[src/rtl/srv32_dbus_router.sv]
// Data-bus router between the srv32 core data port and NUM_TGT slaves.
// Address-decoded writes, in-order tracked reads, and decode-error reporting.
module srv32_dbus_router #(
  parameter int unsigned                NUM_TGT     = 2,
  parameter int unsigned                SEL_W       = 4,
  parameter logic [NUM_TGT*SEL_W-1:0]   TGT_BASE    = {4'h9, 4'h0},
  parameter int unsigned                DEFAULT_TGT = 0,
  parameter int unsigned                RD_DEPTH    = 2,
  parameter int unsigned                ERR_CNT_W   = 8
) (
  input  logic                     clk,
  input  logic                     resetb,
  input  logic                     c_wready,
  output logic                     c_wvalid,
  input  logic [31:0]              c_waddr,
  input  logic [31:0]              c_wdata,
  input  logic [3:0]               c_wstrb,
  input  logic                     c_rready,
  output logic                     c_rvalid,
  input  logic [31:0]              c_raddr,
  output logic                     c_rdv,
  output logic                     c_rresp,
  output logic [31:0]              c_rdata,
  output logic [NUM_TGT-1:0]       t_wready,
  input  logic [NUM_TGT-1:0]       t_wvalid,
  output logic [31:0]              t_waddr,
  output logic [31:0]              t_wdata,
  output logic [3:0]               t_wstrb,
  output logic [NUM_TGT-1:0]       t_rready,
  input  logic [NUM_TGT-1:0]       t_rvalid,
  output logic [31:0]              t_raddr,
  input  logic [NUM_TGT-1:0]       t_rdv,
  input  logic [NUM_TGT-1:0]       t_rresp,
  input  logic [NUM_TGT*32-1:0]    t_rdata,
  output logic                     dec_err,
  output logic [ERR_CNT_W-1:0]     err_cnt
);

  localparam int unsigned IW = (NUM_TGT > 1) ? $clog2(NUM_TGT) : 1;
  localparam int unsigned PW = (RD_DEPTH > 1) ? $clog2(RD_DEPTH) : 1;
  localparam int unsigned CW = $clog2(RD_DEPTH + 1);
  localparam int unsigned EW = ERR_CNT_W + 1;

  // Route code: {unmapped flag, target index}; unmapped codes always carry index 0.
  typedef logic [IW:0] code_t;

  function automatic code_t decode(input logic [31:0] a);
    code_t r;
    r = {1'b1, {IW{1'b0}}};
    if (DEFAULT_TGT < NUM_TGT) r = {1'b0, IW'(DEFAULT_TGT)};
    for (int unsigned i = NUM_TGT; i > 0; i--) begin
      if (a[31 -: SEL_W] == TGT_BASE[(i-1)*SEL_W +: SEL_W]) r = {1'b0, IW'(i - 1)};
    end
    return r;
  endfunction

  function automatic logic [PW-1:0] ptr_inc(input logic [PW-1:0] p);
    return (p == PW'(RD_DEPTH - 1)) ? '0 : p + 1'b1;
  endfunction

  code_t                fifo_q [RD_DEPTH];
  logic [PW-1:0]        wr_ptr_q, rd_ptr_q;
  logic [CW-1:0]        cnt_q;
  logic                 dec_err_q;
  logic [ERR_CNT_W-1:0] err_cnt_q, err_cnt_d;
  logic [EW-1:0]        err_sum;

  code_t code_w, code_r, head, newest;
  logic  empty, full, gate_r, push, pop, err_w, err_r;

  assign t_waddr = c_waddr;
  assign t_wdata = c_wdata;
  assign t_wstrb = c_wstrb;
  assign t_raddr = c_raddr;
  assign dec_err = dec_err_q;
  assign err_cnt = err_cnt_q;

  always_comb begin
    code_w = decode(c_waddr);
    code_r = decode(c_raddr);
    empty  = (cnt_q == '0);
    full   = (cnt_q == CW'(RD_DEPTH));
    head   = fifo_q[rd_ptr_q];
    newest = fifo_q[(wr_ptr_q == '0) ? PW'(RD_DEPTH - 1) : wr_ptr_q - 1'b1];

    c_wvalid = 1'b0;
    t_wready = '0;
    err_w    = 1'b0;
    if (c_wready) begin
      if (code_w[IW]) begin
        c_wvalid = 1'b1;
        err_w    = 1'b1;
      end else begin
        for (int unsigned i = 0; i < NUM_TGT; i++) begin
          if (code_w[IW-1:0] == IW'(i)) begin
            t_wready[i] = 1'b1;
            c_wvalid    = t_wvalid[i];
          end
        end
      end
    end

    // A new read may only follow reads to the same route, so responses return in order.
    gate_r   = full || (!empty && (newest != code_r));
    c_rvalid = 1'b0;
    t_rready = '0;
    err_r    = 1'b0;
    if (c_rready && !gate_r) begin
      if (code_r[IW]) begin
        c_rvalid = 1'b1;
        err_r    = 1'b1;
      end else begin
        for (int unsigned i = 0; i < NUM_TGT; i++) begin
          if (code_r[IW-1:0] == IW'(i)) begin
            t_rready[i] = 1'b1;
            c_rvalid    = t_rvalid[i];
          end
        end
      end
    end

    c_rdv   = 1'b0;
    c_rresp = 1'b0;
    c_rdata = '0;
    if (!empty) begin
      if (head[IW]) begin
        c_rdv = 1'b1;
      end else begin
        for (int unsigned i = 0; i < NUM_TGT; i++) begin
          if ((head[IW-1:0] == IW'(i)) && t_rdv[i]) begin
            c_rdv   = 1'b1;
            c_rresp = t_rresp[i];
            c_rdata = t_rdata[i*32 +: 32];
          end
        end
      end
    end

    push      = c_rvalid;
    pop       = c_rdv;
    err_sum   = {1'b0, err_cnt_q} + EW'(err_w) + EW'(err_r);
    err_cnt_d = err_sum[ERR_CNT_W] ? '1 : err_sum[ERR_CNT_W-1:0];
  end

  always_ff @(posedge clk or negedge resetb) begin
    if (!resetb) begin
      wr_ptr_q  <= '0;
      rd_ptr_q  <= '0;
      cnt_q     <= '0;
      dec_err_q <= 1'b0;
      err_cnt_q <= '0;
    end else begin
      if (push) wr_ptr_q <= ptr_inc(wr_ptr_q);
      if (pop)  rd_ptr_q <= ptr_inc(rd_ptr_q);
      cnt_q     <= cnt_q + CW'(push) - CW'(pop);
      dec_err_q <= err_w | err_r;
      err_cnt_q <= err_cnt_d;
    end
  end

  always_ff @(posedge clk) begin
    if (push) fifo_q[wr_ptr_q] <= code_r;
  end

endmodule
[config.mk]
export PLATFORM = sky130hd
export DESIGN_NAME = srv32_dbus_router
export DESIGN_NICKNAME = d
export VERILOG_FILES = /design/src/rtl/srv32_dbus_router.sv
export SDC_FILE = /design/constraint.sdc
export NUM_CORES = 1
export LEC_CHECK = 0
export CAP_MARGIN = 15
export CORE_AREA = 10 10 118 120
export CTS_CLUSTER_SIZE = 25
export DETAILED_ROUTE_END_ITERATION = 10
export DIE_AREA = 0 0 128 130
export MAX_ROUTING_LAYER = met4
export SETUP_SLACK_MARGIN = 0.3
export SLEW_MARGIN = 20
export SYNTH_ARGS = -nofsm -noshare
export SYNTH_HDL_FRONTEND = slang
export SYNTH_SLANG_ARGS = --single-unit
[constraint.sdc]
create_clock -name clk -period 2.34 [get_ports clk]
set_input_delay 0.234 -clock clk [delete_from_list [all_inputs] [get_ports clk]]
set_output_delay 0.234 -clock clk [all_outputs]
set_load 0.02 [all_outputs]
### Word-level counts from Yosys, hierarchy flattened

Memory sizes are Yosys's and may differ from the RTL's.
Cells that the tools add are included.

* flip-flop bits (word level): 13
* RAM bits: 2
* bits of input ports: 176
* word-level logic and storage cells: 69
* memories: 1

Memory list
* fifo_q: words 2, width 1, read ports 2, clocked after memory_dff 0, write ports 1, RTL line 61 `code_t fifo_q [RD_DEPTH];`

* add/sub/neg operators: 7
* eq/ne operators: 4
* muxes and demuxes: 40
* bitwise operators: 2
* reductions and logical operators: 10

Operators by type and width (count)
* two-way mux 32 bit: 4
* two-way mux 1 bit: 31
* adder 8 x 1 -> 9 bit: 1
* adder 9 x 1 -> 9 bit: 1
* == test 4 bit, second input constant: 2
* zero test 4 bit: 2
* two-way mux 2 bit: 4
* two-way mux 8 bit: 1
* logical AND 1 bit: 4
* adder 1 bit, second input constant: 2
* adder 2 x 1 -> 2 bit: 1
* == test 2 bit, second input constant: 1
* zero test 1 bit: 2
* zero test 2 bit: 1
* != test 2 bit: 1
* subtractor 2 x 1 -> 2 bit: 1
* logical OR 1 bit: 1
* NOT 1 bit: 1
* OR 1 bit: 1
* subtractor 1 bit, second input constant: 1

### Depth between registers and ports, before layout

* word-level depth: 11
* mapped depth: 9
* gate-level depth less buffers: 8

### Worst setup path after synthesis

OpenSTA, ideal clock, no wires.

* kind: flip-flop to flip-flop
* start: register rd_ptr_q
* end: register cnt_q[1]
* data arrival time: 1.821 ns
* data required time: 2.216 ns
* slack: 0.395 ns
* cell stages (with the launch flop): 10
* clock period less this slack: 1.945 ns
* path through: dfrtp_1 > mux2i_1 > and2_1 > buf_2 > o22a_1 > ha_1 > inv_1 > ha_1 > xnor2_1 > xnor2_1

* cells in the longest elaborated chain, start to end: 8
* elaborated cells between the ends (all ways): 9

Ends and longest elaborated chain
* start, declared: RTL line 62 `logic [PW-1:0] wr_ptr_q, rd_ptr_q;`
* start signal, assigned: RTL line 154 `if (pop) rd_ptr_q <= ptr_inc(rd_ptr_q);`
* memory read (2 x 1 bit) *
* NOT 1 bit: RTL line 130 `if ((head[IW-1:0] == IW'(i)) && t_rdv[i]) begin`
* logical AND 1 bit: RTL line 130
* two-way mux 1 bit: RTL line 130
* two-way mux 1 bit *: RTL line 130
* two-way mux 1 bit *: RTL line 126 `if (head[IW]) begin`
* two-way mux 1 bit *: RTL line 125 `if (!empty) begin`
* via c_rdv: RTL line 21 `output logic c_rdv,`
* subtractor 2 x 1 -> 2 bit *: RTL line 155 `cnt_q <= cnt_q + CW'(push) - CW'(pop);`
* end signal, assigned: RTL line 155
* end, declared: RTL line 63 `logic [CW-1:0] cnt_q;`

Mark *: on every way through the listed nets, which the timed path passes. The rest lies on a longest branch.
A chain may end at the register's enable or synchronous reset.

### Worst setup path in the final report

* start: register rd_ptr_q
* end: register cnt_q[1]

* cells in the longest elaborated chain, start to end: 8
* elaborated cells between the ends (all ways): 9

Ends and longest elaborated chain (RTL line)
* memory read (2 x 1 bit) *
* NOT 1 bit: 130
* logical AND 1 bit: 130
* two-way mux 1 bit: 130
* two-way mux 1 bit *: 130
* two-way mux 1 bit *: 126
* two-way mux 1 bit *: 125
* subtractor 2 x 1 -> 2 bit *: 155

Every way passes the cells marked *; elsewhere a longest branch is shown, timed or not.

==> summary.txt <==
Global route
  – Antenna violations before repair: 0
  – Pin count of the biggest net entering global routing: 34
  – Overall overflow remaining after global route: 0
  – Met2 GRT Util: 15.5%
  – Overall Global Routing Usage: 8.22%
  – GR Util met1: 6.38%
  – GRT Max-Usage Layer: met2
  – Met3 Usage GRT: 2.56%
  – Via count of the first global-routing pass: 1717
  – Wire length of the first global-routing pass: 10.1 mm

Routing
  – Detailed router's first-iteration violation count: 19
  – DR WL/cell: 18.2 µm
  – DRT Wirelength: 7.39 mm
  – Drt pass-1 iters: 4
  – DRC: 0
  – Antenna Nets Post-Route: 0
  – Via density per instance: 3.95
  – Total number of vias: 1602

Final layout
  – Finished Layout Cells: 406
  – Share of final-layout standard cells stronger than drive strength 1: 30.9%
  – Finished Core Util: 22.3%
  – Post-synthesis to final-layout area growth: 53.4%
  – Number of inserted filler cells in the final layout: 1330
  – Layout net count: 439
  – Number of antenna repair diodes: 0

Logic synthesis
  – Cell area after technology mapping: 0.00170 mm²
  – Mapped Cells: 226
  – Post-synthesis sequential area ratio: 9.43%
  – Synthesized flop and latch total: 6
  – Syn. warnings: 0
  – Synth cell types: 28
  – Post-Synthesis Mean Instance Area: 7.52 µm²

Worst setup path
  – CP required: 2.45 ns
  – Critical Path End Type: flip-flop
  – Max Fanout on Critical Path: 6
  – Arrival time of the worst setup path: 2.20 ns
  – Critical path, cell by cell: mux2i_2 -> buf_4 -> nor2b_4 -> buf_12 -> o22a_1 -> ha_1 -> inv_1 -> ha_2 -> xnor2_2 -> xnor2_1
  – Setup CP Type: flip-flop to flip-flop
  – Startpoint class of the critical path: flip-flop
  – Delay of the slowest critical-path stage: 0.37 ns
  – Worst path top cell family by delay: adder cells
  – Buffers & Inverters on Critical Path: 3
  – Critical path's slowest cell: sky130_fd_sc_hd__dfrtp_1

Power
  – Worst vdd rail ir drop: 294 µV
  – Ratio of total power to cell area: 749 mW/mm²
  – Leakage power: 1.09 nW

Worst hold path
  – Path type of the worst min-delay path: input port to asynchronous set/reset pin

Clock network
  – Insertion delay of the later-clocked pin in the worst-skew pair: 0.23 ns
  – Clock tree from TritonCTS: done
  – Hold buffer count at CTS: 0
  – Register clock-pin slew on the reported worst setup and hold paths: 0.03 ns
  – Maximum clock insertion buffer count: 2
  – Total number of clock tree sinks: 6
  – Root buffer cell: sky130_fd_sc_hd__clkbuf_16
  – Number of levels the H-tree was split into: 1
  – TritonCTS Buffers: 3

Timing
  – Tmin final: 2.09 ns
  – Period utilisation layout: 89.3%
  – Number of failing setup endpoints in the final timing report: 0
  – Worst clock skew on the final layout: 0.000955 ns
  – Highest clock frequency the design can meet: 478 MHz
  – Final Slew Violations: 0
  – Unrepaired setup endpoints after global routing: yes
  – Final hold vios: 0
  – Sum Neg Setup Slack: 0 ns

Placed design
  – Detail Placement HPWL: 6.27 mm
  – Input/output buffers: 131
  – Number of placed cells counting well taps: 398
  – Routability congestion estimate: 0.695

Status
  – Run status: complete, no violations

Floorplan
  – Row cnt: 40
  – Die boundary height: 130 µm
  – Horizontal die dimension: 128 µm
  – Full die area: 0.0166 mm²
  – Area of the core region: 0.0117 mm²
  – Total I/O pin count: 325
  – Starting density of the core: 14.5%

Flow run
  – Max Cap Viol: 0
==> metal layers <==
metal / part of all wire [%] / up-vias
met5: 0 / -
met4: 6.1 / 0
met3: 9.9 / 48
met2: 54 / 130
met1: 30 / 724
li1: - / 700
==> placed cells by master, fill, tap and decap left out, types with 2 or more instances in the layout <==
cell type,netlist,final
sky130_fd_sc_hd__a22oi_1,33,16
sky130_fd_sc_hd__buf_6,1,3
sky130_fd_sc_hd__dlygate4sd2_1,0,3
sky130_fd_sc_hd__a21oi_1,2,2
sky130_fd_sc_hd__and2_1,3,2
sky130_fd_sc_hd__buf_4,109,19
sky130_fd_sc_hd__clkdlybuf4s15_2,0,4
sky130_fd_sc_hd__nor2b_1,3,2
sky130_fd_sc_hd__dfrtp_1,4,4
sky130_fd_sc_hd__mux2i_2,0,2
sky130_fd_sc_hd__conb_1,1,9
sky130_fd_sc_hd__edfxtp_1,2,2
sky130_fd_sc_hd__nor2_1,34,33
sky130_fd_sc_hd__bufbuf_16,0,2
sky130_fd_sc_hd__inv_1,2,2
sky130_fd_sc_hd__clkbuf_16,0,3
sky130_fd_sc_hd__buf_12,0,3
sky130_fd_sc_hd__a22oi_2,0,17
sky130_fd_sc_hd__xor2_1,2,2
sky130_fd_sc_hd__xnor2_1,3,2
sky130_fd_sc_hd__clkdlybuf4s50_1,0,93
sky130_fd_sc_hd__buf_2,8,16
==> worst reg2reg max path: stages, from the launching register on <==
cell,delay (ns)
sky130_fd_sc_hd__dfrtp_1,0.37
sky130_fd_sc_hd__mux2i_2,0.30
sky130_fd_sc_hd__buf_4,0.17
sky130_fd_sc_hd__nor2b_4,0.05
sky130_fd_sc_hd__buf_12,0.13
sky130_fd_sc_hd__o22a_1,0.19
sky130_fd_sc_hd__ha_1,0.28
sky130_fd_sc_hd__inv_1,0.04
sky130_fd_sc_hd__ha_2,0.17
sky130_fd_sc_hd__xnor2_2,0.13
sky130_fd_sc_hd__xnor2_1,0.13
==> worst paths after layout <==
path | from | end | slack (ns) | cells after the start
max | rd_ptr_q | cnt_q[1] | 0.25 | 10
min | resetb | cnt_q[0] | 0.21 | 1
max reg2reg | rd_ptr_q | cnt_q[1] | 0.25 | 10
min reg2reg | wr_ptr_q | wr_ptr_q | 0.54 | 1
max in group asynchronous | resetb | rd_ptr_q | 1.96 | 1
min in group clk | c_raddr[22] | t_raddr[22] | 0.47 | 0
==> state kept, by name, summed over array words and instances (netlist names) <==
| signal | cells |
|---|---|
| cnt_q | 2 |
| fifo_q | 2 |
| rd_ptr_q | 1 |
| wr_ptr_q | 1 |
==> where the power goes <==
| group | total [mW] | internal [mW] | switching (mW) |
|---|---|---|---|
| registers | 0.216 | 0.154 | 0.0621 |
| clock network | 0.279 | 0.219 | 0.0597 |
| logic | 1.46 | 0.696 | 0.762 |
| total | 1.95 | 1.07 | 0.884 |
==> through the flow <==
step | hold slack (ns) | power, mW | instance area (µm²) | setup WS [ns]
after floorplan | -0.0616 | 1.17 | 1730 | 0.395
after global placement | 0.454 | 1.59 | 2440 | 0.166
after detailed placement | 0.457 | 1.62 | 2440 | 0.130
after CTS | 0.214 | 1.94 | 2610 | 0.219
after global routing | 0.227 | 2.08 | 2610 | 0.129
final | 0.209 | 1.95 | 2610 | 0.249
==> synthesized netlist by cell type <==
| cell type | number | area [µm²] |
|---|---|---|
| sky130_fd_sc_hd__conb_1 | 1 | 3.75 |
| sky130_fd_sc_hd__buf_4 | 109 | 818 |
| sky130_fd_sc_hd__ha_1 | 2 | 25.0 |
| sky130_fd_sc_hd__dfrtp_1 | 4 | 100 |
| sky130_fd_sc_hd__nand2b_2 | 1 | 8.76 |
| sky130_fd_sc_hd__nand4b_4 | 1 | 23.8 |
| sky130_fd_sc_hd__nand4_2 | 1 | 12.5 |
| sky130_fd_sc_hd__a22oi_4 | 1 | 21.3 |
| sky130_fd_sc_hd__buf_2 | 8 | 40.0 |
| sky130_fd_sc_hd__a22oi_1 | 33 | 248 |
| sky130_fd_sc_hd__nand3_1 | 1 | 5.00 |
| sky130_fd_sc_hd__and2b_1 | 1 | 7.51 |
| sky130_fd_sc_hd__a21oi_1 | 2 | 10.0 |
| sky130_fd_sc_hd__and2_1 | 3 | 18.8 |
| sky130_fd_sc_hd__clkbuf_1 | 3 | 11.3 |
| sky130_fd_sc_hd__nor2_1 | 34 | 128 |
| sky130_fd_sc_hd__nor3b_1 | 1 | 7.51 |
| sky130_fd_sc_hd__buf_6 | 1 | 11.3 |
| sky130_fd_sc_hd__and4bb_1 | 1 | 12.5 |
| sky130_fd_sc_hd__xor2_1 | 2 | 17.5 |
| sky130_fd_sc_hd__mux2i_1 | 3 | 30.0 |
| sky130_fd_sc_hd__edfxtp_1 | 2 | 60.1 |
| sky130_fd_sc_hd__inv_1 | 2 | 7.51 |
| sky130_fd_sc_hd__and4bb_2 | 1 | 12.5 |
| sky130_fd_sc_hd__o22a_1 | 1 | 8.76 |
| sky130_fd_sc_hd__nor2b_1 | 3 | 18.8 |
| sky130_fd_sc_hd__clkbuf_2 | 1 | 5.00 |
| sky130_fd_sc_hd__xnor2_1 | 3 | 26.3 |
==> logic make-up after synthesis <==
group / count (synthesis) / share of synthesized area (%)
muxes: 3 / 1.77
DFF: 6 / 9.43
adders and majority gates: 2 / 1.47
AOI/OAI and AO/OA: 37 / 16.9
and+or+nand+nor: 48 / 15.0
xor gates and xnor gates: 5 / 2.58
other: 1 / 0.221
buffers and inverters: 124 / 52.6
==> layout make-up <==
cell class | instances | area (µm²) | share of cell area (%)
timing repair buffer | 144 | 1390 | 53.3
multi-input combinational | 104 | 791 | 30.3
sequential | 6 | 160 | 6.14
inverter | 2 | 7.51 | 0.288
tap | 147 | 184 | 7.06
clock buffer | 3 | 75.1 | 2.88
==> what timing repair did <==
item,4_1_cts,5_1_grt
setup buffers,2,1
resized for setup,113,57
endpoints found under the setup margin,39,34
endpoints found under the hold margin,0,0
gates cloned,2,0
pin swaps,4,14
Power figures use the tool's default switching activity.
==> patch 1, RTL diff (config.mk and constraints unchanged) <==
Set the parameter `RD_DEPTH` to 1 (it was 2).
--- a/src/rtl/srv32_dbus_router.sv
+++ b/src/rtl/srv32_dbus_router.sv
@@ -5,7 +5,7 @@
   parameter int unsigned                SEL_W       = 4,
   parameter logic [NUM_TGT*SEL_W-1:0]   TGT_BASE    = {4'h9, 4'h0},
   parameter int unsigned                DEFAULT_TGT = 0,
-  parameter int unsigned                RD_DEPTH    = 2,
+  parameter int unsigned                RD_DEPTH    = 1,
   parameter int unsigned                ERR_CNT_W   = 8
 ) (
   input  logic                     clk,
Function: changed (Yosys sat finds a counterexample within 4 cycles, from zero or initial values and one cycle with resetb low).
==> patch 1 against the unedited design <==
Sequential cell count down 4; synthesized area down 7.7%; wire length shrank 12%; highest routed layer unchanged; final area shrank 11%; largest cell class unchanged; setup slack got worse by 110 ps; clock skew up 5.3 ps; sequential share of layout area decreased by 3.8 points; critical endpoint is now c_rdata[4]; utilization fell by 2.4 points.
Power is not compared: it rests on default switching activity, and its combinational part moved more than twofold at a synthesized area within 25%.
==> patch 1: results (changes against the unedited design) <==
| Metric | Value |
|---|---|
| Top post-synthesis cells by count | `buf_4 (113), nor2b_1 (37), a22oi_1 (28)` |
| Total GRT Usage | `7.015% (-1.2 points)` |
| EDFF count, synth | `1 (-1)` |
| Mux contribution to synthesized area | `1.276% (-0.49 points)` |
| HPWL Detailed | `5327 um (-15%)` |
| Syn avg cell area | `7.617 um2 (+1.3%)` |
| Post-Synth Adder-Cell Area | `0% (-1.5 points)` |
| Compound-Gate Fraction of Synth Area | `17.94% (+1.0 points)` |
| CP Max Fanout | `17 (+11)` |
| Vias in the first global route | `1,451 (-15%)` |
| Max Clock Skew | `6.223 ps (+5.268 ps)` |
| Max rail drop VDD | `311.3 uV` |
| Slowest stage cell on the critical path | `clkdlybuf4s50_1` |
| Top FF cell, synth | `edfxtp_1` |
| R2R cell count | `2 (-8)` |
| First-pass GRT wire length | `8845 um (-12%)` |
| Vias | `1,367 (-15%)` |
| # fillers | `1,283 (-3.5%)` |
| Placed inst area | `2216 um2 (-9.0%)` |
| Most area-consuming cells after synthesis | `buf_4 (54%), nor2b_1 (15%), a22oi_1 (13%)` |
| Pin count of the biggest net entering global routing | `35 (+2.9%)` |
| Placed cells | `373 (-6.3%)` |
| Largest regs | `cnt_q: 1 flops, fifo_q: 1 flops` |
| Post-detailed-route wirelength per cell | `17.08 um (-6.1%)` |
| Gpl congestion | `0.7662 (+10%)` |
| XOR/XNOR Fraction of Synth Area | `0% (-2.6 points)` |
| Status | `completed` |
| Clk Latency, worst-skew pair | `220 ps` |
| Worst path max stage delay | `610 ps (+240 ps)` |
| Maximum clock path buffer count | `2 (unchanged)` |
| Fin. max-slew vios | `0 (unchanged)` |
| Library cells used by synthesis | `18 (-36%)` |
| Clk root buf | `clkbuf_16` |
| Async SR Flop Fraction | `50.00% (-17 points)` |
| Layout cells sized above 1 | `7.725% (-23 points)` |
| DRT iter0 DRCs | `32 (+13)` |
| Sequential area share after synthesis | `3.509% (-5.9 points)` |
| CTS buffer count | `3 (unchanged)` |
| Clock transition at the registers of the reported paths | `30 ps (about the same)` |
| Final Routed Wirelength | `6489 um (-12%)` |
| Critical path arrival | `1970 ps (-230 ps)` |
| Fin nets | `410 (-6.6%)` |
## patch 1: power by group through the flow
stage               Sequential [uW]  Combinational, uW  Clock [uW]
finish                         50.7                440         265
global route                   51.6                470         279
CTS                            51.1                446         270
detailed placement             51.2                447           0
global placement               51.2                444           0
floorplan                      42.1                450           0
## patch 1: area by class of cell
type                            instances  area share, %
Clock buffer                            4          3.387
Multi-Input combinational cell         92          27.80
Sequential cell                         2          2.366
Tap cell                              147          7.903
Timing Repair Buffer                  135          58.55
## patch 1: metal layers
layer,global-route usage [%],share of wire (%),up-vias
li1,-,-,621
met1,6.189,32,596
met2,11.64,49,108
met3,3.245,13,42
met4,5.298,5.8,0
met5,-,0,-
## patch 1: kinds of logic after synthesis
| family | count (synthesis) |
|---|---|
| muxes | 2 |
| buffers and inverters | 121 |
| AOI/OAI and AO/OA | 34 |
| and+or+nand+nor | 46 |
| DFF | 2 |
| other | 1 |
## patch 1: worst max-delay path, delay by kind of cell
kind / cells / cell delay [ps]
and+or+nand+nor: 2 / 450
AOI/OAI and AO/OA: 1 / 160
buffers and inverters: 2 / 1120
## patch 1: path summary, 6_finish.rpt
kind                       startpoint    endpoint  slack, ps
max                          t_rdv[1]  c_rdata[4]        140
max reg2reg                     cnt_q   fifo_q[0]       1140
min                            resetb       cnt_q        170
min reg2reg                     cnt_q       cnt_q        730
min in group clk           c_raddr[8]  t_raddr[8]        470
max in group asynchronous      resetb       cnt_q       2070
## patch 1: what timing repair did
| item | CTS | global route |
|---|---|---|
| cloned | 1 | 0 |
| endpoints found under the setup margin | 36 | 20 |
| gates resized for setup | 20 | 3 |
| pin swaps | 0 | 0 |
| setup buffers | 2 | 0 |
## patch 1: stage by stage
step	setup WS (ps)	power [uW]	utilization, %
3_5_place_dp	37.60	498.7	18.92
4_1_cts	125.2	766.6	19.81
3_3_place_gp	38.73	495.2	18.92
6_report	138.4	755.4	19.87
5_1_grt	44.73	800.0	19.87
2_1_floorplan	936.9	492.4	-
==> patch 2, RTL diff (config.mk and constraints unchanged) <==
Made on the original files. Make the reset (`resetb`) synchronous in one clocked block.
--- a/src/rtl/srv32_dbus_router.sv
+++ b/src/rtl/srv32_dbus_router.sv
@@ -142,7 +142,7 @@
     err_cnt_d = err_sum[ERR_CNT_W] ? '1 : err_sum[ERR_CNT_W-1:0];
   end
 
-  always_ff @(posedge clk or negedge resetb) begin
+  always_ff @(posedge clk) begin
     if (!resetb) begin
       wr_ptr_q  <= '0;
       rd_ptr_q  <= '0;
Check against the original RTL: differs if resetb is asserted again (counterexample within 4 cycles, from zero or initial values and one cycle with resetb low); with resetb held inactive, the same outputs for 10 cycles.
==> patch 2 against the unedited design <==
Utilization fell by 1.1 points; sequential cell count rose by 1; hold slack improved by 260 ps; wire length rose by 4.1%; total power fell by 27%; synthesized area fell by 0.96%; setup slack improved by 120 ps; via count rose by 3.1%; final area fell by 5.0%; largest cell class unchanged.
==> patch 2: results (changes against the unedited design) <==
| Metric | Value |
|---|---|
| Status | `completed` |
| Layout cells sized above 1 | `21.93% (-9.0 points)` |
| Hold slack | `468.0 ps (+258.8 ps)` |
| Critical Path Start Type | `flop` |
| Sequential area share after synthesis | `9.517% (+0.091 points)` |
| Worst path max stage delay | `390 ps (+20 ps)` |
| Total GRT Usage | `8.201% (-0.015 points)` |
| Max rail drop VDD | `260.1 uV (-11%)` |
| DRT iter0 DRCs | `38 (+19)` |
| Library cells used by synthesis | `23 (-18%)` |
| Switch share | `43.55% (-1.7 points)` |
| # fillers | `1,322 (-0.60%)` |
| Max Clock Skew | `0.9622 ps (+0.007452 ps)` |
| HPWL Detailed | `6428 um (+2.5%)` |
| Top FF cell, synth | `dfxtp_1` |
| First-pass GRT wire length | `10,140 um (+0.49%)` |
| Leak pwr | `0.001031 uW (-5.5%)` |
| Vias in the first global route | `1,727 (+0.58%)` |
| Fin nets | `448 (+2.1%)` |
| Async SR Flop Fraction | `0% (-67 points)` |
| Worst hold path type | `input port to output pin` |
| R2R Setup Slk | `370 ps (+120 ps)` |
| Vias | `1,652 (+3.1%)` |
| Top post-synthesis cells by count | `buf_4 (110), nor2_1 (37), a22oi_1 (33)` |
| Reg2Reg Launch Point | `fifo_q[1]` |
| R2R cell count | `10 (unchanged)` |
| Post-detailed-route wirelength per cell | `18.48 um (+1.6%)` |
| End of the worst register-to-register path | `cnt_q[1]` |
## patch 2: cell types whose count changed after synthesis, moves of 3 or more
cell	unedited run	this run
nor2_1	34	37
dfxtp_1	0	5
inv_1	2	5
mux2i_1	3	6
buf_2	8	3
dfrtp_1	4	0
clkbuf_1	3	8
## patch 2: layout make-up
| class | count | area (um2) | area share [%] |
|---|---|---|---|
| multi-input cells | 111 | 733.2 | 29.61 |
| clock buffers | 4 | 78.83 | 3.183 |
| repair buffers | 142 | 1301 | 52.55 |
| well taps | 147 | 183.9 | 7.428 |
| inverters | 5 | 18.77 | 0.7580 |
| flip-flops and latches | 7 | 160.2 | 6.468 |
## patch 2: routing by layer
metal	vias up	global-route usage [%]	share of wire (%)
li1	734	-	-
met1	716	7.530	33
met2	158	13.17	46
met3	44	4.219	14
met4	0	5.629	6.2
met5	-	-	0
## patch 2: how the worst max path moves through the flow
stage                        endpoint  slack, ps
after floorplan              cnt_q[1]        360
after global placement       c_rvalid        -40
after detailed placement     c_rvalid       -100
after CTS                 c_rdata[17]         10
after global routing         cnt_q[1]        220
final                        cnt_q[1]        370
## patch 2: kinds of logic (layout without fill, tap and decap cells)
group / after synthesis / count (layout) / share of synthesized area, %
AO/OA/AOI/OAI: 39 / 39 / 17.10
XOR/XNOR: 3 / 3 / 1.562
adder cells (fa/ha/maj): 2 / 2 / 1.487
buffers and inverters: 126 / 151 / 52.86
flip-flops: 7 / 7 / 9.517
multiplexers: 6 / 6 / 3.569
other: 1 / 9 / 0.2228
AND/OR/NAND/NOR: 51 / 52 / 13.68
## patch 2: timing repair
action                                  CTS  global route
setup buffers                             2             1
endpoints found under the setup margin   41            37
resized for setup                        44            68
pin swaps                                 5             6
cloned                                    1             0
## patch 2: power by group through the flow
stage                     clock [uW]  combinational [uW]  sequential (uW)
after CTS                        297                 981              182
after floorplan                    0                 735              173
after global routing             307                1050              186
after global placement             0                 999              172
after detailed placement           0                1010              174
final                            292                 961              182
## patch 2: per-stage QoR
step / power [uW] / worst slack [ps] / setup TNS [ps] / instance area, um2 / std cells
floorplan: 907.2 / 360.6 / 0 / 1715 / 243
global placement: 1171 / -36.54 / -36.54 / 2457 / 408
detailed placement: 1188 / -97.33 / -900.4 / 2457 / 408
CTS: 1460 / 12.50 / 0 / 2526 / 415
global route: 1543 / 215.4 / 0 / 2476 / 416
finish: 1435 / 367.0 / 0 / 2476 / 416
